### config.mk
export PLATFORM = sky130hd
export DESIGN_NAME = traffic_phase_scheduler
export DESIGN_NICKNAME = d
export VERILOG_FILES = /design/src/rtl/traffic_phase_scheduler.sv
export SDC_FILE = /design/constraint.sdc
export NUM_CORES = 1
export LEC_CHECK = 0
export BUFFER_PORTS_ARGS = -buffer_cell sky130_fd_sc_hd__buf_2
export CELL_PAD_IN_SITES_DETAIL_PLACEMENT = 1
export CELL_PAD_IN_SITES_GLOBAL_PLACEMENT = 1
export CORE_MARGIN = 1
export CORE_UTILIZATION = 30
export CTS_CLUSTER_SIZE = 24
export DETAILED_ROUTE_END_ITERATION = 6
export PLACE_DENSITY_LB_ADDON = 0.1
export SYNTH_ARGS = -nofsm -noshare
export SYNTH_HDL_FRONTEND = slang
export SYNTH_SLANG_ARGS = --single-unit
### constraint.sdc
create_clock -name Clk -period 5.5 [get_ports Clk]
set_input_delay 0 -clock Clk [delete_from_list [all_inputs] [get_ports Clk]]
set_output_delay 0 -clock Clk [all_outputs]
set_load 0.05 [all_outputs]
### src/rtl/traffic_phase_scheduler.sv
// Round-robin phase scheduler for an N-approach signalised intersection.
// One approach at a time gets green, then yellow, then an all-red clearance.
// A single dwell timer enforces minimum/maximum green, yellow and all-red times.
// All lamp outputs are registered and derived from the next state, so they
// change on the same edge as the state.
module traffic_phase_scheduler #(
  parameter int N_APP   = 4,
  parameter int T_MIN_G = 4,
  parameter int T_MAX_G = 14,
  parameter int T_YEL   = 4,
  parameter int T_AR    = 1,
  parameter int TW      = 5
) (
  input  logic             Clk,
  input  logic             reset,
  input  logic [N_APP-1:0] req,
  output logic [N_APP-1:0] green,
  output logic [N_APP-1:0] yellow,
  output logic [N_APP-1:0] red,
  output logic [2:0]       cur,
  output logic             all_red
);

  typedef enum logic [1:0] {
    S_ALL_RED = 2'd0,
    S_GREEN   = 2'd1,
    S_YELLOW  = 2'd2
  } state_t;

  // Dwell-complete thresholds: a state lasting T cycles is done at timer == T-1.
  localparam logic [TW-1:0] AR_DONE  = TW'(T_AR - 1);
  localparam logic [TW-1:0] MIN_DONE = TW'(T_MIN_G - 1);
  localparam logic [TW-1:0] MAX_DONE = TW'(T_MAX_G - 1);
  localparam logic [TW-1:0] YEL_DONE = TW'(T_YEL - 1);
  localparam logic [TW-1:0] TIM_SAT  = {TW{1'b1}};

  state_t           state, state_nxt;
  logic [TW-1:0]    timer;
  logic [2:0]       ptr, ptr_nxt, cur_nxt;
  logic [3:0]       scan_idx;
  logic [2:0]       pick_idx;
  logic             pick_vld;
  logic [N_APP-1:0] cur_mask, others;
  logic             cur_req;
  logic [N_APP-1:0] lamp_sel, green_nxt, yellow_nxt;

  assign cur_mask = N_APP'(1) << cur;
  assign others   = req & ~cur_mask;
  assign cur_req  = |(req & cur_mask);

  // Circular priority pick starting at ptr; scanning downwards lets the
  // lowest offset from ptr overwrite any later candidate.
  always_comb begin
    pick_vld = 1'b0;
    pick_idx = '0;
    scan_idx = '0;
    for (int k = N_APP - 1; k >= 0; k--) begin
      scan_idx = {1'b0, ptr} + 4'(k);
      if (scan_idx >= 4'(N_APP)) scan_idx = scan_idx - 4'(N_APP);
      if (|(req & (N_APP'(1) << scan_idx))) begin
        pick_vld = 1'b1;
        pick_idx = scan_idx[2:0];
      end
    end
  end

  // Next-state, next served approach and next round-robin pointer.
  always_comb begin
    state_nxt = state;
    cur_nxt   = cur;
    ptr_nxt   = ptr;
    case (state)
      S_ALL_RED: begin
        if (timer >= AR_DONE && pick_vld) begin
          state_nxt = S_GREEN;
          cur_nxt   = pick_idx;
        end
      end
      S_GREEN: begin
        if (timer >= MAX_DONE) begin
          if (others != '0) state_nxt = S_YELLOW;        // max-out
        end else if (timer >= MIN_DONE && others != '0 && !cur_req) begin
          state_nxt = S_YELLOW;                           // gap-out
        end
      end
      S_YELLOW: begin
        if (timer >= YEL_DONE) begin
          state_nxt = S_ALL_RED;
          ptr_nxt   = (cur == 3'(N_APP - 1)) ? 3'd0 : cur + 3'd1;
        end
      end
      default: state_nxt = S_ALL_RED;
    endcase
  end

  // Lamp pattern implied by the next state.
  always_comb begin
    lamp_sel   = N_APP'(1) << cur_nxt;
    green_nxt  = (state_nxt == S_GREEN)  ? lamp_sel : '0;
    yellow_nxt = (state_nxt == S_YELLOW) ? lamp_sel : '0;
  end

  // State register.
  always_ff @(posedge Clk) begin
    if (reset) state <= S_ALL_RED;
    else       state <= state_nxt;
  end

  // Dwell timer, pointers and registered lamp outputs.
  always_ff @(posedge Clk) begin
    if (reset) begin
      timer   <= '0;
      ptr     <= '0;
      cur     <= '0;
      green   <= '0;
      yellow  <= '0;
      red     <= '1;
      all_red <= 1'b1;
    end else begin
      if (state_nxt != state)  timer <= '0;
      else if (timer != TIM_SAT) timer <= timer + TW'(1);
      ptr     <= ptr_nxt;
      cur     <= cur_nxt;
      green   <= green_nxt;
      yellow  <= yellow_nxt;
      red     <= ~(green_nxt | yellow_nxt);
      all_red <= (state_nxt == S_ALL_RED);
    end
  end

endmodule
==> flow_summary.yaml, run 1 <==
route:
  drc_errors: 0
  wl_per_cell_um: 15.2
  drtIter0Drc: 24
  avgViaCountPerCell: 4.90
  dr_total_vias: 1216
  routed_wl_um: 3770
  antenna_left: 0
  drtPass1Iterations: 3
yosys:
  synth.most_common_cell: "dfxtp_1"
  yosysWarnings: 0
  mappedNetlistArea_um2: 1540
  synth.distinct_cells: 59
  synth_cells: 163
  ys_seq_elements: 26
  synth_fp_nets: 179
  async_flop_share_pct: 0
  ys.flop_type: "dfxtp_1"
  yosys-top-cells-area: "dfxtp_1 34%, ha_1 8.1%, nor2_1 3.6%, mux2i_1 3.2%, inv_1 3.2%"
  synth_common_cells: "26 x dfxtp_1, 15 x nor2_1, 13 x inv_1, 10 x ha_1"
  synth_edf_count: 0
  synth_top_area_share_pct: 33.7
  yosysSeqAreaShare_pct: 33.7
  yosysTopAreaCell: "dfxtp_1"
  synth.avg_cell_area_um2: 9.46
floorplanning:
  core.rowCount: 25
  die-area_um2: 5430
  start_util_pct: 31.8
  core_area_um2: 4850
  ioPinCount: 22
  fp.dieH_um: 73.7
  die_w_um: 73.7
hold_path:
  whs_path_depth: 2
  min_from: "reset"
  hold_path_class: "input port to flop"
finish:
  final_core_util_pct: 35.9
  fill_cells: 579
  finalInstanceArea_um2: 1740
  num_antenna_cells: 0
  regArea_um2: 520
  area_growth_syn_to_layout_pct: 12.8
  drive_gt1_share_pct: 23.2
  fin_nets: 198
  multi_input_area_um2: 911
cts:
  clock_latency_ns: 0.27
  clkTransAtPathRegs_ns: 0.09
  cts_sinks: 26
  root_buffer: "clkbuf_8"
  ctsResizeCount: 0
  postCtsSetupBuffers: 0
  cts_buffer_depth: 2
  cts_tree: "yes"
  cts_buffers: 3
  ctsHtreeMaxLevel: 1
  holdBufCountCts: 0
timing:
  finalHoldViolCount: 0
  skew_ns: 0.00534
  whs_ns: 0.0407
  tightest_slew_ns: 0.651
  setup_slack_ns: 2.34
  layout_min_cycle_time_ns: 3.16
  slew_headroom_pct: 56.5
  finalMaxSlewViolations: 0
  timing.final.crit_share_pct: 57.5
  rsz0062_at_grt: "no"
  finalSetupTns_ns: 0
  setup_viol: 0
  max_freq_mhz: 316
grt:
  grt_max_degree: 18
  grt_pass1_wl_um: 6450
  grt-ovfl-total: 0
  grt_pass1_vias: 1300
  antenna_found_initial: 0
  grt.total_usage_pct: 15.7
flow_run:
  cap_violations: 0
setup_path:
  r2r-start: "ptr[0]$_SDFFE_PP0P_"
  crit_path_end_kind: "flop"
  path_max_fanout: 17
  worstSetupPathType: "flop to flop"
  critPathArrivalTime_ns: 3.32
  critPathLaunchType: "flop"
  cp_data_required_time_ns: 5.66
  rr_worst_depth: 8
  worstSetupStartpoint: "ptr[0]$_SDFFE_PP0P_"
power_and_ir_drop:
  p_leak_nw: 0.710
  power.density_nw_per_um2: 250
  peakVddDrop_uv: 95.5
placed_design:
  numPortBuffers: 21
  placed_area_um2: 1670
  routabilityCongestion: 0.862
  pre_cts_slack_ns: 2.36
  dp_hpwl_um: 2950
outcome:
  outcome: "finished clean"
-- state kept, by name (all words and copies together), names as in the netlist --
signal   cells
red          4
timer        5
green        4
yellow       4
cur          3
state        2
all_red      1
ptr          3
-- logic make-up after synthesis --
logic type / count (synthesis) / synth area share, %
DFF: 26 / 33.7
adders and majority gates: 10 / 8.11
xor gates and xnor gates: 3 / 1.70
muxes: 10 / 8.27
AOI/OAI and AO/OA: 37 / 19.0
buffers and inverters: 20 / 7.22
and+or+nand+nor: 57 / 22.0
-- report_power, final --
part / total (W) / internal [W] / switching (W)
combinational: 0.0000759 / 0.0000247 / 0.0000512
clock: 0.000161 / 0.0000974 / 0.0000631
sequential: 0.000199 / 0.000195 / 0.00000461
-- layer usage --
layer  track usage [%]  wire [um]  part of all wire [%]  vias to the layer above
met2              26.5       1770                    47                       12
met5                 0          0                     0                        -
li1                  -          -                     -                      625
met3              2.74         82                   2.2                        5
met1              19.8       1870                    49                      574
met4              5.98         52                   1.4                        0
-- layout by cell type (no fill, tap or decap), drive strengths merged, types with 3 or more instances in the layout --
master   n
nor2    15
mux2     3
ha      10
clkbuf   3
a31oi    5
dfxtp   26
mux2i    6
inv     13
nand2b   3
a21oi    8
o21ai    3
nand2    6
nor3     8
buf     21
nor2b    4
nand4b   3
-- path summary, 6_finish.rpt --
kind / endpoint / slack (ns)
worst min-delay path: cur[2]$_SDFF_PP0_ / 0.04
worst max register to register: red[3]$_SDFF_PP1_ / 2.34
worst max-delay path: red[3]$_SDFF_PP1_ / 2.34
worst min register to register: cur[2]$_SDFF_PP0_ / 0.58
-- layout make-up --
class                           count  share of cell area, %
Multi-Input combinational cell    117                   52.3
Timing Repair Buffer               21                   6.04
Clock buffer                        3                   2.37
Inverter                           13                   2.80
Sequential cell                    26                   29.9
Clock inverter                      1                   1.73
Tap cell                           67                   4.82
-- stage by stage --
stage                     instances  total power (W)
after floorplan                 163         0.000262
after global placement          244         0.000279
after detailed placement        244         0.000280
after CTS                       248         0.000441
after global routing            248         0.000454
final                           248         0.000436
-- worst max-delay path: stages (launching register included) --
cell       delay (ns)
dfxtp_1          0.75
inv_1            0.15
ha_1             0.42
mux2_2           0.38
a31oi_4          0.22
o2111ai_2        0.21
nand2_4          0.17
mux2_4           0.36
or3b_1           0.38
Note: power is estimated with default switching activity, not from simulation.
==> run 2: changes to the inputs <==
==> constraint.sdc (replaced) <==
create_clock -name Clk -period 2.9 [get_ports Clk]
set_input_delay 0 -clock Clk [delete_from_list [all_inputs] [get_ports Clk]]
set_output_delay 0 -clock Clk [all_outputs]
set_load 0.05 [all_outputs]
==> run 2 against run 1 <==
Compared with the run above: first-iteration DRC count increased by 120%; combinational power increased by 94%; via count increased by 6.6%; fmax increased by 19%; worst setup slack got worse by 2.1 ns; global-route usage increased by 0.062 points; sequential power increased by 90%; routed wire length increased by 3.0%; sequential cell count unchanged; die area unchanged; register-to-register slack got worse by 2.1 ns.
==> flow_summary.yaml, run 2 (synthesis gave the netlist of run 1 again) <==
timing:
  finalSetupTns_ns: 0
  tightest_slew_ns: 0.458
  setup_viol: 0
  timing.final.crit_share_pct: 91.5
  finalMaxSlewViolations: 0
  setup_slack_ns: 0.247
  finalHoldViolCount: 0
  slew_headroom_pct: 68.6
  skew_ns: 0.00339
  rsz0062_at_grt: "no"
  whs_ns: 0.0166
  layout_min_cycle_time_ns: 2.65
  max_freq_mhz: 377
setup_path:
  path_max_fanout: 8
  cpLargestDelayFamily: "multiplexers"
  cp.buffers_inverters: 1
  worstSetupPathType: "flop to flop"
  critPathArrivalTime_ns: 2.82
  crit_path_end: "red[3]$_SDFF_PP1_"
  rr_worst_depth: 8
  cp.depth: 8
  worstSetupStartpoint: "ptr[1]$_SDFFE_PP0P_"
  crit_path_end_kind: "flop"
  critPathLaunchType: "flop"
  cp_data_required_time_ns: 3.07
  critPathMaxStageDelay_ns: 0.38
  r2r-end: "red[3]$_SDFF_PP1_"
  r2r_slack_ns: 0.25
  cp_slowest_cell: "ha_1"
  r2r-start: "ptr[1]$_SDFFE_PP0P_"
  path_cells: "inv_1, ha_1, mux2_2, a31oi_4, o2111ai_2, nand2_4, mux2_4, or3b_1"
placed_design:
  dp.cells: 247
  routabilityCongestion: 0.798
  pre_cts_slack_ns: 0.253
  numPortBuffers: 21
  dp_hpwl_um: 2990
grt:
  grt_max_degree: 17
  grt_pass1_wl_um: 6390
  antenna_found_initial: 0
  grt_pass1_vias: 1272
  use_met1_pct: 20.2
  grt.total_usage_pct: 15.8
  top_usage_layer: "met2"
  grt-ovfl-total: 0
  gr-usage-met3_pct: 2.61
  use_met2_pct: 26.1
finish:
  num_antenna_cells: 0
  fin_nets: 201
  fill_cells: 560
  area_growth_syn_to_layout_pct: 14.3
  largest_reg_flops: 5
  layout.cells.non_filler: 251
  layout_commonest_cell: "dfxtp_1"
  top_register: "timer"
  drive_gt1_share_pct: 24.5
  final_cell_mix: "26 x dfxtp_1, 21 x buf_2, 15 x nor2_1"
power_and_ir_drop:
  combPwrFrac_pct: 17.6
  fin_total_pwr_w: 0.000837
  power.density_nw_per_um2: 474
  p_seq_share_pct: 45.2
  p_leak_nw: 0.726
  p_sw_w: 0.000234
  p_clk_share_pct: 37.2
  switching_share_pct: 27.9
  p_int_w: 0.000603
  peakVddDrop_uv: 225
cts:
  holdBufCountCts: 0
  cts_tree: "yes"
  cts_sinks: 26
  ctsResizeCount: 0
  clkTransAtPathRegs_ns: 0.10
  clock_latency_ns: 0.28
  ctsHtreeMaxLevel: 1
  postCtsSetupBuffers: 0
  cts_buffer_depth: 2
  cts_buffers: 3
  root_buffer: "clkbuf_8"
floorplanning:
  die_w_um: 73.7
  start_util_pct: 31.8
  fp.dieH_um: 73.7
  core.rowCount: 25
  die-area_um2: 5430
  ioPinCount: 22
  core_area_um2: 4850
hold_path:
  min_from: "reset"
  hold_path_class: "input port to flop"
route:
  routed_wl_um: 3890
  antenna_left: 0
  drtPass1Iterations: 4
  wl_per_cell_um: 15.5
  drc_errors: 0
  dr_total_vias: 1296
  drtIter0Drc: 53
  avgViaCountPerCell: 5.16
flow_run:
  cap_violations: 0
outcome:
  outcome: "finished clean"
run 2: cell types whose count changed in the layout (fill, tap and decap cells not counted):
cell / change
buf_4: +3
run 2: cell type report:
class | count | area, um2 | share of cell area (%)
clock buffers | 3 | 41.3 | 2.34
inverters | 13 | 48.8 | 2.77
repair buffers | 24 | 128 | 7.24
well taps | 67 | 83.8 | 4.76
clock inverters | 1 | 30.0 | 1.70
multi-input cells | 117 | 911 | 51.7
flip-flops and latches | 26 | 520 | 29.5
run 2: worst min-delay path by stage:
| stage | slack [ns] | cells after the start | end |
|---|---|---|---|
| floorplan | 0.42 | 2 | cur[2]$_SDFF_PP0_ |
| global placement | 0.32 | 2 | cur[2]$_SDFF_PP0_ |
| detailed placement | 0.32 | 2 | cur[2]$_SDFF_PP0_ |
| CTS | 0.02 | 2 | cur[2]$_SDFF_PP0_ |
| global route | 0.03 | 2 | cur[2]$_SDFF_PP0_ |
| finish | 0.02 | 2 | cur[2]$_SDFF_PP0_ |
run 2: power by group through the flow:
stage / Combinational (W) / Sequential (W) / Clock, W
after floorplan: 0.0000769 / 0.000420 / 0
after global placement: 0.000145 / 0.000386 / 0
after detailed placement: 0.000146 / 0.000387 / 0
after CTS: 0.000148 / 0.000379 / 0.000319
after global routing: 0.000159 / 0.000380 / 0.000335
final: 0.000147 / 0.000378 / 0.000311
run 2: layer usage:
metal / vias up / routed length (um) / part of all wire (%)
met3: 11 / 118 / 3.0
met4: 0 / 97 / 2.5
met1: 634 / 1830 / 47
li1: 625 / - / -
met5: - / 0 / 0
met2: 26 / 1840 / 47
run 2: through the flow:
step / cell area [um2] / util (%)
global route: 1760 / 36.4
global placement: 1690 / 34.9
floorplan: 1540 / -
finish: 1760 / 36.4
CTS: 1760 / 36.4
detailed placement: 1690 / 34.9
